`src/rtl/uart_tx_arb_if.sv`:
```
// Handshake bundle between requesters, the uart_tx_arb arbiter and the
// transmit serializer byte port.
interface uart_tx_arb_if #(
  parameter int NUM_REQ = 4
);
  logic [NUM_REQ-1:0]   req_valid;
  logic [8*NUM_REQ-1:0] req_data;
  logic [NUM_REQ-1:0]   req_last;
  logic [NUM_REQ-1:0]   req_ready;
  logic                 tx_valid;
  logic [7:0]           tx_data;
  logic                 tx_ready;
  logic [NUM_REQ-1:0]   grant;
  logic                 busy;
  logic                 err_len;
  logic                 err_timeout;

  modport master (
    output req_valid, req_data, req_last, tx_ready,
    input  req_ready, tx_valid, tx_data,
    input  grant, busy, err_len, err_timeout
  );

  modport slave (
    input  req_valid, req_data, req_last, tx_ready,
    output req_ready, tx_valid, tx_data,
    output grant, busy, err_len, err_timeout
  );
endinterface

```
`src/rtl/uart_tx_arb.sv`:
```
// Round-robin packet-locked arbiter for one UART TX byte port.
// Define UART_ARB_TIMEOUT_EN to build the stall watchdog.
module uart_tx_arb #(
  parameter int NUM_REQ     = 4,
  parameter int MAX_LEN     = 16,
  parameter int TIMEOUT_CYC = 1024
) (
  input logic          clk,
  input logic          rst,
  uart_tx_arb_if.slave bus
);
  localparam int IW = (NUM_REQ > 1) ? $clog2(NUM_REQ) : 1;

  localparam logic [0:0] IDLE = 1'b0;
  localparam logic [0:0] LOCK = 1'b1;

  if (NUM_REQ < 2 || MAX_LEN < 1 || TIMEOUT_CYC < 1) begin : g_bad_cfg
  end

  logic [0:0]         state_q, state_d;
  logic [NUM_REQ-1:0] grant_q, grant_d;
  logic [IW-1:0]      rr_q, rr_d;
  logic [7:0]         cnt_q, cnt_d;
  logic               err_len_q, err_len_d;

  logic [NUM_REQ-1:0] sel_oh;
  logic               found;
  logic [IW-1:0]      rr_next;
  logic [7:0]         tx_data;
  logic               owner_last;
  logic               xfer;
  logic               len_hit;

  // First valid requester at or above rr_q, wrapping.
  always_comb begin
    sel_oh = '0;
    found  = 1'b0;
    for (int k = 0; k < NUM_REQ; k++) begin
      for (int i = 0; i < NUM_REQ; i++) begin
        if (!found && bus.req_valid[i] &&
            ((int'(rr_q) + k) % NUM_REQ) == i) begin
          sel_oh[i] = 1'b1;
          found     = 1'b1;
        end
      end
    end
  end

  always_comb begin
    rr_next    = rr_q;
    tx_data    = 8'h00;
    owner_last = 1'b0;
    for (int i = 0; i < NUM_REQ; i++) begin
      if (grant_q[i]) begin
        rr_next    = IW'((i + 1) % NUM_REQ);
        tx_data    = bus.req_data[8*i +: 8];
        owner_last = bus.req_last[i];
      end
    end
  end

  assign bus.tx_valid  = |(grant_q & bus.req_valid);
  assign bus.tx_data   = tx_data;
  assign bus.req_ready = grant_q & {NUM_REQ{bus.tx_ready}};
  assign bus.grant     = grant_q;
  assign bus.busy      = |grant_q;
  assign bus.err_len   = err_len_q;

  assign xfer    = bus.tx_valid & bus.tx_ready;
  assign len_hit = (cnt_q == 8'(MAX_LEN - 1));

`ifdef UART_ARB_TIMEOUT_EN
  localparam int SW = $clog2(TIMEOUT_CYC + 1);

  logic [SW-1:0] stall_q, stall_d;
  logic          to_q, to_d;
  logic          to_hit;

  assign to_hit = (state_q == LOCK) && !xfer &&
                  (stall_q == SW'(TIMEOUT_CYC - 1));

  always_comb begin
    stall_d = '0;
    if (state_q == LOCK && !xfer && !to_hit)
      stall_d = stall_q + 1'b1;
  end

  always_ff @(posedge clk or posedge rst) begin
    if (rst) begin
      stall_q <= '0;
      to_q    <= 1'b0;
    end else begin
      stall_q <= stall_d;
      to_q    <= to_d;
    end
  end

  assign bus.err_timeout = to_q;
`else
  assign bus.err_timeout = 1'b0;
`endif

  always_comb begin
    state_d   = state_q;
    grant_d   = grant_q;
    rr_d      = rr_q;
    cnt_d     = cnt_q;
    err_len_d = 1'b0;
`ifdef UART_ARB_TIMEOUT_EN
    to_d      = 1'b0;
`endif
    unique case (state_q)
      IDLE: begin
        if (found) begin
          grant_d = sel_oh;
          cnt_d   = 8'h00;
          state_d = LOCK;
        end
      end
      LOCK: begin
        if (xfer) begin
          if (cnt_q != 8'hFF)
            cnt_d = cnt_q + 8'h01;
          // A last on the MAX_LEN-th byte is a clean release.
          if (owner_last || len_hit) begin
            grant_d   = '0;
            state_d   = IDLE;
            rr_d      = rr_next;
            err_len_d = !owner_last;
          end
        end
`ifdef UART_ARB_TIMEOUT_EN
        else if (to_hit) begin
          grant_d = '0;
          state_d = IDLE;
          rr_d    = rr_next;
          to_d    = 1'b1;
        end
`endif
      end
      default: begin
        grant_d = '0;
        state_d = IDLE;
      end
    endcase
  end

  always_ff @(posedge clk or posedge rst) begin
    if (rst) begin
      state_q   <= IDLE;
      grant_q   <= '0;
      rr_q      <= '0;
      cnt_q     <= 8'h00;
      err_len_q <= 1'b0;
    end else begin
      state_q   <= state_d;
      grant_q   <= grant_d;
      rr_q      <= rr_d;
      cnt_q     <= cnt_d;
      err_len_q <= err_len_d;
    end
  end
endmodule

```
`src/flat_wrapper.sv`:
```
// flat-port wrapper written by rule: the top's interface ports become plain ports
module uart_tx_arb_flat 
#(
  parameter int NUM_REQ     = 4,
  parameter int MAX_LEN     = 16,
  parameter int TIMEOUT_CYC = 1024
)
  (clk, rst, bus_req_valid, bus_req_data, bus_req_last, bus_tx_ready, bus_req_ready, bus_tx_valid, bus_tx_data, bus_grant, bus_busy, bus_err_len, bus_err_timeout);
  uart_tx_arb_if #(.NUM_REQ(NUM_REQ)) bus_i ();
  input logic clk;
  input logic rst;
  input wire logic [$bits(bus_i.req_valid)-1:0] bus_req_valid;
  input wire logic [$bits(bus_i.req_data)-1:0] bus_req_data;
  input wire logic [$bits(bus_i.req_last)-1:0] bus_req_last;
  input wire logic [$bits(bus_i.tx_ready)-1:0] bus_tx_ready;
  output wire logic [$bits(bus_i.req_ready)-1:0] bus_req_ready;
  output wire logic [$bits(bus_i.tx_valid)-1:0] bus_tx_valid;
  output wire logic [$bits(bus_i.tx_data)-1:0] bus_tx_data;
  output wire logic [$bits(bus_i.grant)-1:0] bus_grant;
  output wire logic [$bits(bus_i.busy)-1:0] bus_busy;
  output wire logic [$bits(bus_i.err_len)-1:0] bus_err_len;
  output wire logic [$bits(bus_i.err_timeout)-1:0] bus_err_timeout;
  assign bus_i.req_valid = bus_req_valid;
  assign bus_i.req_data = bus_req_data;
  assign bus_i.req_last = bus_req_last;
  assign bus_i.tx_ready = bus_tx_ready;
  assign bus_req_ready = bus_i.req_ready;
  assign bus_tx_valid = bus_i.tx_valid;
  assign bus_tx_data = bus_i.tx_data;
  assign bus_grant = bus_i.grant;
  assign bus_busy = bus_i.busy;
  assign bus_err_len = bus_i.err_len;
  assign bus_err_timeout = bus_i.err_timeout;
  uart_tx_arb #(.NUM_REQ(NUM_REQ), .MAX_LEN(MAX_LEN), .TIMEOUT_CYC(TIMEOUT_CYC)) u_core (.clk(clk), .rst(rst), .bus(bus_i));
endmodule
```
`config.mk`:
```
export PLATFORM = sky130hd
export DESIGN_NAME = uart_tx_arb_flat
export DESIGN_NICKNAME = d
export VERILOG_FILES = /design/src/rtl/uart_tx_arb_if.sv /design/src/rtl/uart_tx_arb.sv /design/src/flat_wrapper.sv
export SDC_FILE = /design/constraint.sdc
export NUM_CORES = 1
export LEC_CHECK = 0
export CORE_ASPECT_RATIO = 0.7
export CORE_MARGIN = 2
export CORE_UTILIZATION = 35
export DETAILED_ROUTE_END_ITERATION = 12
export GPL_ROUTABILITY_DRIVEN = 0
export PLACE_DENSITY = 0.72
export SKIP_CTS_REPAIR_TIMING = 1
export SLEW_MARGIN = 20
export SYNTH_ARGS = -nofsm -noshare
export SYNTH_HDL_FRONTEND = slang
export SYNTH_SLANG_ARGS = --single-unit
```
`constraint.sdc`:
```
create_clock -name clk -period 4.71 [get_ports clk]
set_clock_uncertainty 0.1 [all_clocks]
set_input_delay 0.7065 -clock clk [delete_from_list [all_inputs] [get_ports clk]]
set_output_delay 0.7065 -clock clk [all_outputs]
set_load 0.01 [all_outputs]
```
Word-level counts from Yosys, hierarchy flattened

Index checks and enable logic that the tools add are counted.

Flip-flop bits (word level): 16
Latch bits: 0
RAM bits: 0
Memory bits (read-only): 0
Input bits: 43
Output and inout port bits: 20
Logic and storage cells: 153
Memories: 0

Add/sub/neg operators: 4
Multiply operators: 0
Div/mod/pow operators: 0
Order comparisons: 0
Equal/unequal tests: 18
Shifts and indexed selects: 0
Mux-type cells: 58
Bitwise operators: 7
Reduce and logical (&&, ||, !) cells: 61

Operators with widths:

| cell                                           | count |
|---|---|
| zero test 32 bit                               | 4 |
| 2-to-1 mux 8 bit                               | 7 |
| 2-to-1 mux 1 bit                               | 41 |
| logical AND 1 bit                              | 31 |
| == test 3 bit (second input constant)          | 6 |
| zero test 1 bit                                | 16 |
| case mux 8 bit (2 select lines)                | 1 |
| 2-to-1 mux 4 bit                               | 3 |
| == test 3 x 2 -> 1 bit (second input constant) | 3 |
| adder 8 x 1 -> 8 bit (second input constant)   | 1 |
| AND 4 bit                                      | 2 |
| == test 8 x 4 -> 1 bit (second input constant) | 1 |
| 2-to-1 mux 2 bit                               | 4 |
| inequality test 8 bit (second input constant)  | 1 |
| case mux 4 bit (2 select lines)                | 1 |
| OR reduction 4 bit                             | 2 |
| inequality test 2 bit (second input constant)  | 3 |
| AND reduction 3 bit                            | 2 |
| OR reduction 2 bit                             | 3 |
| adder 2 bit (second input constant)            | 2 |
| == test 2 bit (second input constant)          | 2 |
| AND reduction 4 bit                            | 1 |
| nonzero test 4 bit                             | 1 |
| AND 1 bit (first input constant)               | 3 |
| 7 further kinds                                | 7 |

Logic depth before layout (Yosys ltp)

Depth in word-level cells: 65
Depth in mapped cells: 6
Mapped depth without buffers: 5

Worst setup path after synthesis

OpenSTA, ideal clock, no wires.

Kind: register to output
Start: register u_core.grant_q[1] (netlist: u_core.bus.grant[1])
End: output port bus_tx_data[7]
Data arrival time: 1339 ps
Required time: 3903 ps
Path slack: 2564 ps
Stages on the path, launching flop included: 5
Buffers on the path: 1
Cells stage by stage: dfrtp_1 > and2b_1 > clkbuf_1 > a221oi_1 > o31ai_1

Cells in the longest elaborated chain, start to end: 3

RTL lines:

| what                           | line               | source |
|---|---|---|
| from (decl)                    | uart_tx_arb.sv:21  | `logic [NUM_REQ-1:0] grant_q, grant_d;` |
| from (signal assigned)         | uart_tx_arb.sv:157 | `grant_q <= grant_d;` |
| 2-to-1 mux 8 bit (3 in series) | uart_tx_arb.sv:54  | `if (grant_q[i]) begin` |
| to (decl)                      | flat_wrapper.sv:18 | `output wire logic [$bits(bus_i.tx_data)-1:0] bus_tx_data;` |

Every way passes these cells.

Final worst setup path

Start: register u_core.grant_q[1] (netlist: u_core.bus.grant[1])
End: output port bus_tx_data[6]

Same word-level chain as after synthesis.

==> qor_table.md <==
| Quantity | Reported |
|:---|:---|
| Per-instance average area after synthesis | 8.166 µm² |
| Combinational family with the most area after synthesis | compound AO/OA/AOI/OAI gates |
| Simple-gate portion of the synthesized area | 24.60% |
| Result of the run | finished clean |
| Worst Path Required | 3.90 ns |
| CTS Buffer Depth | 2 |
| Gr ovfl total | 0 |
| CP Max Fanout | 17 |
| Slew at the pin with the worst max-slew slack | 0.7970 ns |
| Static leakage power | 0.0007091 µW |
| Number of register bits inferred by synthesis | 16 |
| DR DRC count | 0 |
| Average routed wire per standard cell | 15.97 µm |
| Post-synthesis cell area | 1241 µm² |
| Share of the synthesized area in the top cell type | 32.26% |
| Share of async-settable or async-resettable flops after synthesis | 100.0% |
| Initial antenna violation count | 0 |
| Type of the most critical hold path | register to register |
| Total Nets Final | 252 |
| Initial Util | 35.79% |
| Shortest period the worst path allows | 3.251 ns |
| Data arrival time of the critical path | 2.44 ns |
| Total clock buffers created by CTS | 3 |
| Vias/cell | 5.486 |
| Routed via count | 1,410 |
| RSZ-0062 raised after global routing | no |
| Primary FF master, synth | dfrtp_1 |
| Number of enable flip-flop cells after synthesis | 0 |
| Clock tree from TritonCTS | done |
| Overall track demand over capacity in global routing | 21.19% |
| Setup-violating endpoint count in the final report | 0 |
| Maximum cell stage delay along the critical path | 0.62 ns |
| Area fraction in compound gates after synthesis | 30.75% |
| Capturing element type of the critical path | output pin |
| DRT antenna net count | 0 |
| Routed wire length | 4105 µm |
| Antenna diodes | 0 |
| Synth unique cells | 47 |
| Horizontal die dimension | 75.18 µm |
| FP Rows | 18 |
| Half-perimeter wire length after detailed placement | 3070 µm |
| Arithmetic-cell share of the synthesized area counting full adders, half adders and majority gates | 1.008% |
| Cell Pwr Density | 188.4 nW/µm² |
| Clock Pin Slew Worst Setup and Hold Paths | 0.06 ns |
| Boundary Pins | 63 |
| Synthesized instance count | 152 |
| Sequential share of the synthesized area | 32.26% |
| Number of port buffers | 61 |
| Pins over their slew limit | 0 |
| Cell family with most CP delay | flip-flops |
| Fraction of layout instances using a drive strength above 1 | 5.314% |
| Most common library cell in the layout ignoring fill and taps | clkdlybuf4s50_1 |
| Total Neg Setup Slack | 0 ns |
| Layout Utilization | 55.12% |
| Worst Hold Slack | 0.4571 ns |
| Slew HR | 46.87% |
| Library cell used as clock root buffer | clkbuf_8 |
| Period Utilization, post-route | 69.02% |
| Cells along the critical path | and2b_1, a221oi_1, o31ai_1, clkdlybuf4s50_1 |
| Total number of clock tree sinks | 16 |
| First-pass DRT Iterations | 4 |
| Sum of buffers and inverters on the critical path | 1 |
| Wire length of the first global-routing pass | 6486 µm |
| Slowest cell on the critical path | dfrtp_1 |
| Vias in the first global route | 1,277 |
| Chip Height | 53.83 µm |
| CTS H-Tree Depth | 1 |
| Mux cell area share after synthesis | 4.940% |
| Xor/xnor share of the synthesized area | 0% |
| Number of hold-slack violations in the final timing report | 0 |
| Std-Cell Core Area | 3468 µm² |
| Leading cell types by total area after synthesis | dfrtp_1 (32%), nand2_1 (6.0%), o31ai_1 (6.0%) |
| Setup CP Type | register to output pin |
| Maximum number of pins on one net before global-route repair | 26 |
| Area overhead of the layout relative to synthesis | 54.03% |
| Number of nets produced by synthesis | 196 |
| F_max | 307.6 MHz |
| Number of warning messages in the yosys log | 0 |
| Clock network latency to the later pin of the worst-skew pair | 0.25 ns |
| Cell taking the most area after synthesis | dfrtp_1 |
| Leading cell types in the layout, fill and taps excluded | clkdlybuf4s50_1 (61), nand2_1 (20), nor2_1 (18) |
| Maxcap violations | 0 |
| Setup crit start kind | register |
| VDD IR-drop max | 0.08980 mV |
| Starting DRC count in detailed routing | 140 |
| Area of the die | 4046 µm² |
worst register-to-register path, delay by kind of cell (launching register included):
| family | cells | cell delay (ns) |
|---|---|---|
| AO/OA/AOI/OAI | 3 | 0.70 |
| flip-flops | 1 | 0.86 |
| AND/OR/NAND/NOR | 1 | 0.54 |
worst paths after layout:
path	start	to	slack [ns]	cells past startpoint
min reg2reg	u_core.cnt_q[1]	u_core.cnt_q[1]	0.46	1
max	u_core.bus.grant[1]	bus_tx_data[6]	1.46	4
min in group asynchronous	rst	u_core.cnt_q[2]	0.74	2
min	u_core.cnt_q[1]	u_core.cnt_q[1]	0.46	1
max reg2reg	u_core.bus.grant[3]	u_core.cnt_q[3]	2.44	4
max in group asynchronous	rst	u_core.cnt_q[4]	3.38	2
where the power goes:
part	leakage [µW]	internal, µW	switching (µW)
logic	0.000465	54.4	30.1
clock network	0.0000288	74.1	46.5
registers	0.000215	145	10.0
layout make-up:
cell class	instances	area (µm²)
inverter	5	18.77
clock buffer	4	55.05
sequential	16	400.4
timing repair buffer	61	610.6
fill	321	1556
multi-input combinational	121	764.5
tap	50	62.56
state kept, by name (all words and copies together), names as in the netlist:
name,flops
u_core.bus.grant,4
u_core.bus.err_len,1
u_core.state_q,1
u_core.cnt_q,8
u_core.rr_q,2
routing by layer:
metal / vias up / share of wire [%] / GRT usage, %
li1: 684 / - / -
met3: 6 / 3.8 / 3.933
met2: 46 / 47 / 31.43
met5: - / 0 / 0
met1: 674 / 49 / 31.35
met4: 0 / 0.90 / 6.140
synthesized netlist by cell type (2+ instances only):
master / instances
nand2_1: 20
nor2_1: 18
dfrtp_1: 16
o31ai_1: 10
a21oi_1: 9
a221oi_1: 8
nor4_1: 5
o21ai_0: 5
and2_1: 4
buf_2: 4
inv_1: 4
nand3_1: 4
clkbuf_1: 3
a22o_1: 2
buf_4: 2
mux2_4: 2
mux2i_1: 2
nand4_1: 2
nor3_1: 2
o2111ai_1: 2
o21a_1: 2
metrics by stage:
stage / power, µW / area [µm²] / instances / worst slack [ns]
final: 360.2 / 1912 / 257 / 1.459
after global placement: 237.2 / 1857 / 253 / 1.805
after floorplan: 187.9 / 1241 / 152 / 2.564
after CTS: 361.3 / 1912 / 257 / 1.557
after detailed placement: 241.1 / 1857 / 253 / 1.749
after global routing: 375.0 / 1912 / 257 / 1.402
logic make-up after synthesis:
| kind of cell | Yosys count |
|---|---|
| AOI/OAI and AO/OA | 51 |
| muxes | 5 |
| DFF | 16 |
| adders and majority gates | 1 |
| other | 1 |
| buffers and inverters | 15 |
| and+or+nand+nor | 63 |
(Power assumes the default switching activity.)
